File: src/rtl/tagged_request_issuer_pkg.sv
// -----------------------------------------------------------------------------
// tagged_request_issuer_pkg
// Shared definitions for the tagged request issuer:
//   - default color count and payload width
//   - log2 helper used to size tag fields (bits needed to hold a value)
//   - FSM state encodings IDLE / BUSY / STREAM
// No ports (package).
// -----------------------------------------------------------------------------
package tagged_request_issuer_pkg;

    localparam int COLORS_DEFAULT     = 4;
    localparam int DATA_WIDTH_DEFAULT = 64;

    // IDLE   : output register empty
    // BUSY   : output beat held because downstream is not accepting
    // STREAM : output beat presented, back-to-back reload allowed
    typedef enum logic [1:0] {
        ST_IDLE   = 2'b00,
        ST_BUSY   = 2'b01,
        ST_STREAM = 2'b10
    } issuer_state_e;

    // Number of bits needed to represent 'value' (at least one).
    // Used as log2(COLORS-1) to get the tag width.
    function automatic int log2(input int value);
        int bits;
        int v;
        bits = 0;
        v    = value;
        for (int i = 0; i < 31; i++) begin
            if (v > 0) begin
                bits = bits + 1;
                v    = v >>> 1;
            end else begin
                bits = bits;
            end
        end
        if (bits == 0) begin
            bits = 1;
        end else begin
            bits = bits;
        end
        return bits;
    endfunction

endpackage

File: src/rtl/tagged_request_issuer_if.sv
// -----------------------------------------------------------------------------
// tagged_request_issuer_if
// Bundles the request-queue side, the tracker side and the issued-stream side
// of the tagged request issuer.
//   req_valid/req_data/req_ready : per-color request queues
//   ready_tag/ready              : tracker readiness query (ready is comb.)
//   push/push_tag                : tracker push for every issued request
//   out_valid/out_tag/out_data/out_ready : issued request stream
//   stat_tag/stat_issued/stat_skipped    : only with TAGGED_ISSUER_STATS_EN
// Modports: master = issuer, slave = its environment.
// -----------------------------------------------------------------------------
interface tagged_request_issuer_if
    import tagged_request_issuer_pkg::*;
#(
    parameter int COLORS     = COLORS_DEFAULT,
    parameter int DATA_WIDTH = DATA_WIDTH_DEFAULT
);
    localparam int LOG2_COLORS = log2(COLORS - 1);

    logic [COLORS-1:0]            req_valid;
    logic [COLORS*DATA_WIDTH-1:0] req_data;
    logic [COLORS-1:0]            req_ready;
    logic [LOG2_COLORS-1:0]       ready_tag;
    logic                         ready;
    logic                         push;
    logic [LOG2_COLORS-1:0]       push_tag;
    logic                         out_valid;
    logic [LOG2_COLORS-1:0]       out_tag;
    logic [DATA_WIDTH-1:0]        out_data;
    logic                         out_ready;
`ifdef TAGGED_ISSUER_STATS_EN
    logic [LOG2_COLORS-1:0]       stat_tag;
    logic [31:0]                  stat_issued;
    logic [31:0]                  stat_skipped;
`endif

    modport master (
        input  req_valid, req_data, ready, out_ready,
        output req_ready, ready_tag, push, push_tag, out_valid, out_tag, out_data
`ifdef TAGGED_ISSUER_STATS_EN
        , input stat_tag
        , output stat_issued, stat_skipped
`endif
    );

    modport slave (
        output req_valid, req_data, ready, out_ready,
        input  req_ready, ready_tag, push, push_tag, out_valid, out_tag, out_data
`ifdef TAGGED_ISSUER_STATS_EN
        , output stat_tag
        , input stat_issued, stat_skipped
`endif
    );

endinterface

File: src/rtl/tagged_request_issuer_rr_pick.sv
// -----------------------------------------------------------------------------
// tagged_request_issuer_rr_pick
// Combinational round-robin picker: first color with req_valid set, scanning
// upward from rr_ptr with wrap. When nothing is valid, cand = rr_ptr.
// Ports:
//   req_valid [COLORS]      in  per-color valid
//   rr_ptr    [LOG2_COLORS] in  scan start position
//   cand      [LOG2_COLORS] out selected color
//   any_valid                out at least one request valid
// COLORS must be a power of two so the tag arithmetic wraps by truncation.
// -----------------------------------------------------------------------------
module tagged_request_issuer_rr_pick #(
    parameter int COLORS      = 4,
    parameter int LOG2_COLORS = 2
) (
    input  logic [COLORS-1:0]      req_valid,
    input  logic [LOG2_COLORS-1:0] rr_ptr,
    output logic [LOG2_COLORS-1:0] cand,
    output logic                   any_valid
);

    logic [LOG2_COLORS-1:0] idx_s;

    // Scan from the farthest offset down to offset 0 so the nearest valid
    // color after rr_ptr is the last one written and therefore wins.
    always_comb begin
        cand  = rr_ptr;
        idx_s = rr_ptr;
        for (int k = COLORS - 1; k >= 0; k--) begin
            idx_s = rr_ptr + LOG2_COLORS'(k);
            cand  = req_valid[idx_s] ? idx_s : cand;
        end
    end

    assign any_valid = |req_valid;

endmodule

File: src/rtl/tagged_request_issuer.sv
// -----------------------------------------------------------------------------
// tagged_request_issuer
// Initiator side of the in-flight tracking interface. Arbitrates COLORS tagged
// request queues into one output stream, gated per color by the tracker's
// ready, and pushes the tag of every issued request to the tracker.
// Ports:
//   clk    in  clock, all state on posedge
//   rst_n  in  asynchronous active-low reset
//   bus    tagged_request_issuer_if.master (request, tracker, output stream)
// Optional feature: define TAGGED_ISSUER_STATS_EN to add per-color ACCEPT and
// SKIP counters readable through stat_tag / stat_issued / stat_skipped with a
// one-cycle registered read.
// -----------------------------------------------------------------------------
module tagged_request_issuer
    import tagged_request_issuer_pkg::*;
#(
    parameter int COLORS      = COLORS_DEFAULT,
    parameter int DATA_WIDTH  = DATA_WIDTH_DEFAULT,
    localparam int LOG2_COLORS = log2(COLORS - 1)
) (
    input  logic                    clk,
    input  logic                    rst_n,
    tagged_request_issuer_if.master bus
);

    localparam logic [LOG2_COLORS-1:0] TAG_ONE  = LOG2_COLORS'(1'b1);
    localparam logic [LOG2_COLORS-1:0] TAG_ZERO = {LOG2_COLORS{1'b0}};

    issuer_state_e          state_r;
    issuer_state_e          state_nxt_s;
    logic [LOG2_COLORS-1:0] rr_ptr_r;
    logic [LOG2_COLORS-1:0] cand_s;
    logic                   any_valid_s;
    logic                   out_valid_s;
    logic                   slot_free_s;
    logic                   accept_s;
    logic                   skip_s;
    logic [COLORS-1:0]      req_ready_s;
    logic [LOG2_COLORS-1:0] ready_tag_s;
    logic [DATA_WIDTH-1:0]  cand_data_s;
    logic                   push_r;
    logic [LOG2_COLORS-1:0] push_tag_r;
    logic [LOG2_COLORS-1:0] out_tag_r;
    logic [DATA_WIDTH-1:0]  out_data_r;

    tagged_request_issuer_rr_pick #(
        .COLORS      (COLORS),
        .LOG2_COLORS (LOG2_COLORS)
    ) u_rr_pick (
        .req_valid (bus.req_valid),
        .rr_ptr    (rr_ptr_r),
        .cand      (cand_s),
        .any_valid (any_valid_s)
    );

    assign cand_data_s = bus.req_data[int'(cand_s)*DATA_WIDTH +: DATA_WIDTH];

    // FSM state register.
    always_ff @(posedge clk or negedge rst_n) begin
        if (!rst_n) begin
            state_r <= ST_IDLE;
        end else begin
            state_r <= state_nxt_s;
        end
    end

    // FSM next-state: a held beat parks in BUSY; a reload keeps STREAM.
    always_comb begin
        state_nxt_s = state_r;
        case (state_r)
            ST_IDLE: begin
                if (accept_s) begin
                    state_nxt_s = ST_STREAM;
                end else begin
                    state_nxt_s = ST_IDLE;
                end
            end
            ST_BUSY, ST_STREAM: begin
                if (!bus.out_ready) begin
                    state_nxt_s = ST_BUSY;
                end else if (accept_s) begin
                    state_nxt_s = ST_STREAM;
                end else begin
                    state_nxt_s = ST_IDLE;
                end
            end
            default: begin
                state_nxt_s = ST_IDLE;
            end
        endcase
    end

    // FSM outputs: accept/skip decision, per-color strobe and tracker query.
    // A stalled output slot takes priority over a skip so rr_ptr is held.
    // req_ready and ready_tag are forced to zero while reset is asserted.
    always_comb begin
        out_valid_s = (state_r != ST_IDLE);
        slot_free_s = !out_valid_s || bus.out_ready;
        accept_s    = any_valid_s && bus.ready && slot_free_s;
        skip_s      = any_valid_s && !bus.ready && slot_free_s;
        req_ready_s = {COLORS{1'b0}};
        if (rst_n && accept_s) begin
            req_ready_s[cand_s] = 1'b1;
        end else begin
            req_ready_s = {COLORS{1'b0}};
        end
        if (rst_n) begin
            ready_tag_s = cand_s;
        end else begin
            ready_tag_s = TAG_ZERO;
        end
    end

    // Output register, push pulse and round-robin pointer.
    // push follows accept directly, so it is high only on the first cycle of
    // a beat: a held beat never has an accept behind it.
    always_ff @(posedge clk or negedge rst_n) begin
        if (!rst_n) begin
            push_r     <= 1'b0;
            push_tag_r <= TAG_ZERO;
            out_tag_r  <= TAG_ZERO;
            out_data_r <= {DATA_WIDTH{1'b0}};
            rr_ptr_r   <= TAG_ZERO;
        end else begin
            push_r <= accept_s;
            if (accept_s) begin
                push_tag_r <= cand_s;
                out_tag_r  <= cand_s;
                out_data_r <= cand_data_s;
                rr_ptr_r   <= cand_s + TAG_ONE;
            end else if (skip_s) begin
                rr_ptr_r   <= cand_s + TAG_ONE;
            end else begin
                rr_ptr_r   <= rr_ptr_r;
            end
        end
    end

`ifdef TAGGED_ISSUER_STATS_EN
    logic [31:0] issued_cnt_r  [COLORS];
    logic [31:0] skipped_cnt_r [COLORS];
    logic [31:0] stat_issued_r;
    logic [31:0] stat_skipped_r;

    // Per-color ACCEPT / SKIP counters, wrapping at 2^32.
    always_ff @(posedge clk or negedge rst_n) begin
        if (!rst_n) begin
            for (int c = 0; c < COLORS; c++) begin
                issued_cnt_r[c]  <= 32'd0;
                skipped_cnt_r[c] <= 32'd0;
            end
        end else begin
            if (accept_s) begin
                issued_cnt_r[cand_s] <= issued_cnt_r[cand_s] + 32'd1;
            end else if (skip_s) begin
                skipped_cnt_r[cand_s] <= skipped_cnt_r[cand_s] + 32'd1;
            end else begin
                issued_cnt_r[cand_s] <= issued_cnt_r[cand_s];
            end
        end
    end

    // Registered statistics read port.
    always_ff @(posedge clk or negedge rst_n) begin
        if (!rst_n) begin
            stat_issued_r  <= 32'd0;
            stat_skipped_r <= 32'd0;
        end else begin
            stat_issued_r  <= issued_cnt_r[bus.stat_tag];
            stat_skipped_r <= skipped_cnt_r[bus.stat_tag];
        end
    end

    assign bus.stat_issued  = stat_issued_r;
    assign bus.stat_skipped = stat_skipped_r;
`endif

    assign bus.req_ready = req_ready_s;
    assign bus.ready_tag = ready_tag_s;
    assign bus.push      = push_r;
    assign bus.push_tag  = push_tag_r;
    assign bus.out_valid = out_valid_s;
    assign bus.out_tag   = out_tag_r;
    assign bus.out_data  = out_data_r;

endmodule

File: src/flat_wrapper.sv
// flat-port wrapper written by rule: the top's interface ports become plain ports
module tagged_request_issuer_flat import tagged_request_issuer_pkg::*;
#(
    parameter int COLORS      = COLORS_DEFAULT,
    parameter int DATA_WIDTH  = DATA_WIDTH_DEFAULT,
    localparam int LOG2_COLORS = log2(COLORS - 1)
)
  (clk, rst_n, bus_req_valid, bus_req_data, bus_ready, bus_out_ready, bus_req_ready, bus_ready_tag, bus_push, bus_push_tag, bus_out_valid, bus_out_tag, bus_out_data);
  tagged_request_issuer_if #(.COLORS(COLORS), .DATA_WIDTH(DATA_WIDTH)) bus_i ();
  input  logic clk;
  input  logic rst_n;
  input wire logic [$bits(bus_i.req_valid)-1:0] bus_req_valid;
  input wire logic [$bits(bus_i.req_data)-1:0] bus_req_data;
  input wire logic [$bits(bus_i.ready)-1:0] bus_ready;
  input wire logic [$bits(bus_i.out_ready)-1:0] bus_out_ready;
  output wire logic [$bits(bus_i.req_ready)-1:0] bus_req_ready;
  output wire logic [$bits(bus_i.ready_tag)-1:0] bus_ready_tag;
  output wire logic [$bits(bus_i.push)-1:0] bus_push;
  output wire logic [$bits(bus_i.push_tag)-1:0] bus_push_tag;
  output wire logic [$bits(bus_i.out_valid)-1:0] bus_out_valid;
  output wire logic [$bits(bus_i.out_tag)-1:0] bus_out_tag;
  output wire logic [$bits(bus_i.out_data)-1:0] bus_out_data;
  assign bus_i.req_valid = bus_req_valid;
  assign bus_i.req_data = bus_req_data;
  assign bus_i.ready = bus_ready;
  assign bus_i.out_ready = bus_out_ready;
  assign bus_req_ready = bus_i.req_ready;
  assign bus_ready_tag = bus_i.ready_tag;
  assign bus_push = bus_i.push;
  assign bus_push_tag = bus_i.push_tag;
  assign bus_out_valid = bus_i.out_valid;
  assign bus_out_tag = bus_i.out_tag;
  assign bus_out_data = bus_i.out_data;
  tagged_request_issuer #(.COLORS(COLORS), .DATA_WIDTH(DATA_WIDTH)) u_core (.clk(clk), .rst_n(rst_n), .bus(bus_i));
endmodule
File: config.mk
export PLATFORM = sky130hd
export DESIGN_NAME = tagged_request_issuer_flat
export DESIGN_NICKNAME = d
export VERILOG_FILES = /design/src/rtl/tagged_request_issuer_pkg.sv /design/src/rtl/tagged_request_issuer_if.sv /design/src/rtl/tagged_request_issuer_rr_pick.sv /design/src/rtl/tagged_request_issuer.sv /design/src/flat_wrapper.sv
export SDC_FILE = /design/constraint.sdc
export NUM_CORES = 1
export LEC_CHECK = 0
export ABC_CLOCK_PERIOD_IN_PS = 4900
export CORE_AREA = 4 4 130 132
export CTS_BUF_LIST = sky130_fd_sc_hd__clkbuf_16
export CTS_CLUSTER_DIAMETER = 80
export DETAILED_ROUTE_END_ITERATION = 8
export DIE_AREA = 0 0 134 136
export PLACE_DENSITY_LB_ADDON = 0.1
export SYNTH_ARGS = -nofsm -noshare
export SYNTH_HDL_FRONTEND = slang
export SYNTH_HIERARCHICAL = 1
export SYNTH_SLANG_ARGS = --single-unit
File: constraint.sdc
create_clock -name clk -period 4.9 [get_ports clk]
set_clock_uncertainty 0.1 [all_clocks]
set_input_delay 1.47 -clock clk [delete_from_list [all_inputs] [get_ports clk]]
set_output_delay 1.47 -clock clk [all_outputs]
set_load 0.01 [all_outputs]
* After elaboration in Yosys (flattened, before gate mapping)
Cells that the tools add are included. W data, S select, Z words.
Storage, ports and cells: output and inout port bits 76, logic and storage cells 53, bits in registers 71
Operators by class: reduce and logical (&&, ||, !) cells 14, shifts and indexed selects 1, $add $sub $neg 4, multiplexer cells 21, $lt $le $gt $ge 6, equal/unequal tests 2
Operator list (number):
- $shiftx A256 B9 Y64 | 1
- $mux W2 | 9
- $lt A2 B3 Y1 const B | 5
- $bmux W1 S2 | 4
- $logic_and A1 B1 Y1 | 6
- $mux W1 | 5
- $add A2 B1 Y2 const B | 2
- $add A2 B2 Y2 const B | 2
- $mux W4 | 1
- $pmux W2 S2 | 1
- $reduce_bool A2 Y1 | 2
- $reduce_or A4 Y1 | 1
- $demux W1 S2 | 1
- $eq A2 B1 Y1 const B | 1
- $eq A2 B2 Y1 const B | 1
- $ge A2 B1 Y1 const B | 1
- $logic_not A1 Y1 | 2
- $logic_not A2 Y1 | 1
- $reduce_or A2 Y1 | 1
- $logic_or A1 B1 Y1 | 1

* Depth between registers and ports, before layout
word-level depth 12, mapped depth 8, gate-level depth less buffers 6

* By module
Netlist, hierarchy kept.
Modules (own cells, without submodules):
- tagged_request_issuer | cells an instance 250, area an instance 4449.3 µm², instances 1, seq. area each 1776.7 µm²
- tagged_request_issuer_rr_pick | cells an instance 14, area an instance 100.1 µm², instances 1, seq. area each 0.0 µm²

* Worst setup path before layout
No wires, ideal clock.
kind input -> output, start point in bus_req_valid[0], end point out bus_req_ready[2], data arrival time 2.862 ns, cell stages on the path 8, data required time 3.330 ns, path slack 0.468 ns, cells stage by stage and2b_1 -> a2bb2oi_1 -> o221a_1 -> buf_6 -> buf_2 -> inv_1 -> ha_1 -> and3_1
On the way: cells in the longest elaborated chain, start to end 11, elaborated cells between the ends (all ways) 22, classes of those cells 2 x order compare; 15 x mux; 5 x reduce/logical
RTL lines:
- from (decl) | line flat_wrapper.sv:12 | input wire logic [$bits(bus_i.req_valid)-1:0] bus_req_valid;
- $bmux W1 S2 | line tagged_request_issuer_rr_pick.sv:31 | cand = req_valid[idx_s] ? idx_s : cand;
- $mux W1 (implied by the code) | line tagged_request_issuer_rr_pick.sv:31
- $mux W2 (3 in series) | line tagged_request_issuer_rr_pick.sv:31
- $mux W2 (*) | line tagged_request_issuer_rr_pick.sv:31
- net u_core.cand_s[0] | line tagged_request_issuer.sv:32 | logic [LOG2_COLORS-1:0] cand_s;
- $lt A2 B3 Y1 (implied by the code) / $ge A2 B1 Y1 (equally long branches) | line tagged_request_issuer.sv:103 | req_ready_s[cand_s] = 1'b1;
- $logic_and A1 B1 Y1 (implied by the code) | line tagged_request_issuer.sv:103
- $mux W1 (implied by the code) | line tagged_request_issuer.sv:103
- $demux W1 S2 (*)
- $mux W4 (*) | line tagged_request_issuer.sv:102 | if (rst_n && accept_s) begin
- to (decl) | line flat_wrapper.sv:16 | output wire logic [$bits(bus_i.req_ready)-1:0] bus_req_ready;
Mark *: on every way through the listed nets, which the timed path passes. The rest lies on a longest branch. The select of a mux whose other input is x is not followed.

* Final worst setup path
start point in bus_req_valid[2], end point out bus_ready_tag[0]
On the way: cells in the longest elaborated chain, start to end 7, elaborated cells between the ends (all ways) 13, classes of those cells 13 x mux
RTL lines:
- $bmux W1 S2 | line tagged_request_issuer_rr_pick.sv:31
- $mux W1 (implied by the code) | line tagged_request_issuer_rr_pick.sv:31
- $mux W2 (3 in series) | line tagged_request_issuer_rr_pick.sv:31
- $mux W2 (*) | line tagged_request_issuer_rr_pick.sv:31
- net u_core.cand_s[0] | line tagged_request_issuer.sv:32
- $mux W2 (*) | line tagged_request_issuer.sv:107 | if (rst_n) begin
- to (decl) | line flat_wrapper.sv:17 | output wire logic [$bits(bus_i.ready_tag)-1:0] bus_ready_tag;
Marks and branches as above.

==> impl_metrics.env <==
export IMPL_synth_area_mux_share_pct=50.99
export IMPL_track_usage_pct=18.26
export IMPL_p_switching_mw=1.317
export IMPL_fin_util_pct=53.36
export IMPL_synth_compound_area_share_pct=1.128
export IMPL_antenna_found_initial=2
export IMPL_root_buffer="clkbuf_16"
export IMPL_viasPerCell=4.729
export IMPL_drive_above_1_share_pct=26.52
export IMPL_rsz0062_at_grt="no"
export IMPL_num_io_pins=340
export IMPL_outcome="finished clean"
export IMPL_syn_area_mm2=0.004549
export IMPL_diodes=0
export IMPL_ys_top_cells_by_count="71 x dfrtp_1, 64 x mux4_2, 38 x mux2_2, 30 x mux2_4, 12 x buf_2"
export IMPL_finalCritPeriodShare_pct=97.99
export IMPL_avgSynthCellArea_um2=17.23
export IMPL_clock_insertion_delay_worst_skew_ns=0.33
export IMPL_synth_top_cell_area_share_pct=39.05
export IMPL_ctsHtreeMaxLevel=3
export IMPL_dr_pass1_iters=4
export IMPL_path_max_fanout=4
export IMPL_cts_made_buffers=9
export IMPL_mappedNetlistNets=534
export IMPL_synth_area_leaders="dfrtp_1 39%, mux4_2 32%, mux2_4 9.9%, mux2_2 9.4%, buf_12 1.8%"
export IMPL_routed_wl_um=16700
export IMPL_arrival_ns=3.23
export IMPL_cts_sinks=71
export IMPL_die_area_mm2=0.01822
export IMPL_worst_hold_slack_ns=0.4016
export IMPL_hpwl_um=13630
export IMPL_power_internal_mw=2.804
export IMPL_crit_required_ns=3.33
export IMPL_worst_pin_slew_ns=1.074
export IMPL_wl_per_cell_um=20.29
export IMPL_cp_end_kind="primary output"
export IMPL_synth_seq_cells=71
export IMPL_first_global_vias=4439
export IMPL_drc=0
export IMPL_synthSimpleGateAreaFrac_pct=2.613
export IMPL_setup_violations=0
export IMPL_maxSlewViolCount=0
export IMPL_grt_start_max_net_pins=72
export IMPL_cts_tree="done"
export IMPL_instances_no_fill=823
export IMPL_grt_pass1_wl_um=25030
export IMPL_ys_flop_type="dfrtp_1"
export IMPL_seqPwrFrac_pct=25.8
export IMPL_startpoint_type="input port"
export IMPL_final_net_count=873
export IMPL_die_height_um=136
export IMPL_final_antenna_net_count=0
export IMPL_seq_area_frac_synth_pct=39.05
export IMPL_synth_async_reset_ratio_pct=100.0
export IMPL_swShare_pct=31.95
export IMPL_ys_warn_count=6
export IMPL_place_congestion=0.7916
export IMPL_hp_class="reg2reg"
export IMPL_dp_cells=807
export IMPL_grt_overflow_total=0
export IMPL_synth_edf_count=0
export IMPL_critPathKind="in2out"
export IMPL_yosysMostFrequentCell="dfrtp_1"
export IMPL_relSlewSlack_pct=28.42
export IMPL_irDropWorstVdd_mv=0.2402
export IMPL_area_growth_pct=84.30
export IMPL_syn_inst=264
export IMPL_p_per_area_mw_per_mm2=491.4
export IMPL_maxCapViolCount=0
export IMPL_crit_slowest_cell="clkdlybuf4s50_1"
export IMPL_final_hold_viol_count=0
export IMPL_tns_ns=0
export IMPL_clock_power_share_pct=13.4
export IMPL_drt_iter0_markers=123
export IMPL_initial_core_util_pct=28.95
export IMPL_synth_adder_area_share_pct=1.650
export IMPL_p_leak_nw=3.337
export IMPL_fp_dieW_um=134
export IMPL_cts_hold_buf=0
export IMPL_yosys_area_top_type="dfrtp_1"
export IMPL_rows=46
export IMPL_period_minus_slack_ns=4.802
export IMPL_cts_buffer_depth=2
export IMPL_synth_top_family_by_area="multiplexers"
export IMPL_port_buffers=339
export IMPL_core_region_area_mm2=0.01571
export IMPL_synthXorXnorAreaFrac_pct=0
export IMPL_crit_chain="clkdlybuf4s50_1 -> and2b_1 -> o21ai_2 -> o221a_4 -> buf_4 -> and2_1 -> clkdlybuf4s50_1"
export IMPL_critPathMaxStageDelay_ns=0.53
export IMPL_path_clk_slew_ns=0.05
export IMPL_crit_top_cell="clkdlybuf4s50_1"
export IMPL_p_comb_share_pct=60.8
export IMPL_synth_cell_type_count=30
export IMPL_fmax_mhz=208.3
export IMPL_dr_total_vias=3892
==> power groups by stage <==
stage / clock network, mW / registers, mW / logic [mW]
after floorplan: 0 / 1.19 / 1.34
after global placement: 0 / 1.06 / 2.54
after detailed placement: 0 / 1.07 / 2.54
after CTS: 0.582 / 1.07 / 2.56
after global routing: 0.609 / 1.11 / 2.69
final: 0.553 / 1.06 / 2.50
==> worst max-delay path: cells and delay by family <==
family                 cells  cell delay, ns
buffers and inverters      3            1.10
AO/OA/AOI/OAI              2            0.35
AND/OR/NAND/NOR            2            0.30
==> worst paths after layout <==
path | start | endpoint | slack [ns] | depth (start not counted)
max | bus_req_valid[2] | bus_ready_tag[0] | 0.1 | 7
min | u_core/bus.out_data[25]$_DFFE_PN0N_ | u_core/bus.out_data[25]$_DFFE_PN0N_ | 0.40 | 1
max reg2reg | u_core/rr_ptr_r[1]$_DFFE_PN0P_ | u_core/bus.out_data[50]$_DFFE_PN0N_ | 2.17 | 7
min reg2reg | u_core/bus.out_data[25]$_DFFE_PN0N_ | u_core/bus.out_data[25]$_DFFE_PN0N_ | 0.40 | 1
max in group asynchronous | rst_n | u_core/bus.out_data[63]$_DFFE_PN0N_ | 2.77 | 2
min in group asynchronous | rst_n | u_core/bus.out_data[56]$_DFFE_PN0N_ | 1.31 | 2
==> repair_timing <==
action,4_1_cts,5_1_grt
pin swaps,1,0
endpoints found under the setup margin,6,1
gates resized for setup,6,1
buffers inserted,1,0
==> kinds of logic after synthesis <==
kind of cell / count (synthesis)
AND/OR/NAND/NOR: 19
multiplexers: 132
AO/OA/AOI/OAI: 6
adder cells (fa/ha/maj): 6
flip-flops: 71
buffers and inverters: 30
==> stage by stage <==
| stage | setup slack, ns | instance area [um2] | total power, mW |
|---|---|---|---|
| after global placement | -0.1469 | 8133 | 3.597 |
| after CTS | 0.04994 | 8382 | 4.206 |
| after detailed placement | -0.2267 | 8133 | 3.611 |
| final | 0.09835 | 8384 | 4.120 |
| after global routing | 0.01959 | 8384 | 4.406 |
| after floorplan | 0.4680 | 4549 | 2.522 |
==> flip-flops by register name, indices dropped and copies added (netlist names) <==
name and cells:
u_core/state_r 2, u_core/bus.out_tag 2, u_core/rr_ptr_r 2, u_core/bus.out_data 64, u_core/bus.push 1
==> metal layers <==
metal	routed length, um	track usage, %	share of wire [%]	up-vias
met1	5810	19.32	35	1901
met3	1702	6.588	10	26
met4	415	7.257	2.5	4
met5	14	0	0.084	-
met2	8759	33.10	52	225
li1	-	-	-	1736
==> cell usage in the layout, fill, tap and decap left out <==
cell             instances
a2bb2oi_1                1
and2_1                   2
and2b_1                  2
and3_1                   4
buf_4                   14
clkbuf_16                9
clkdlybuf4s50_1        331
clkinv_1                 1
clkinv_2                 2
dfrtp_1                 71
dlygate4sd2_1            6
dlymetal6s2s_1           1
ha_1                     6
inv_1                    9
mux2_2                  38
mux2_4                  30
mux4_2                  64
nand2_1                  1
nand2_4                  1
nand3b_1                 1
nand4b_1                 1
nor2_1                   1
nor2b_1                  2
nor3_1                   1
o211ai_2                 1
o21ai_0                  2
o21ai_2                  1
o221a_4                  1
or2b_1                   1
or3_1                    1
or4_1                    1
==> cell type report <==
| class | count | area (um2) |
|---|---|---|
| Clock buffer | 9 | 225.2 |
| Fill cell | 1310 | 7328 |
| Clock inverter | 6 | 23.77 |
| Sequential cell | 71 | 1777 |
| Inverter | 6 | 23.77 |
| Tap cell | 216 | 270.3 |
| Timing Repair Buffer | 352 | 3483 |
| Multi-Input combinational cell | 163 | 2581 |
Power figures use the tool's default switching activity.
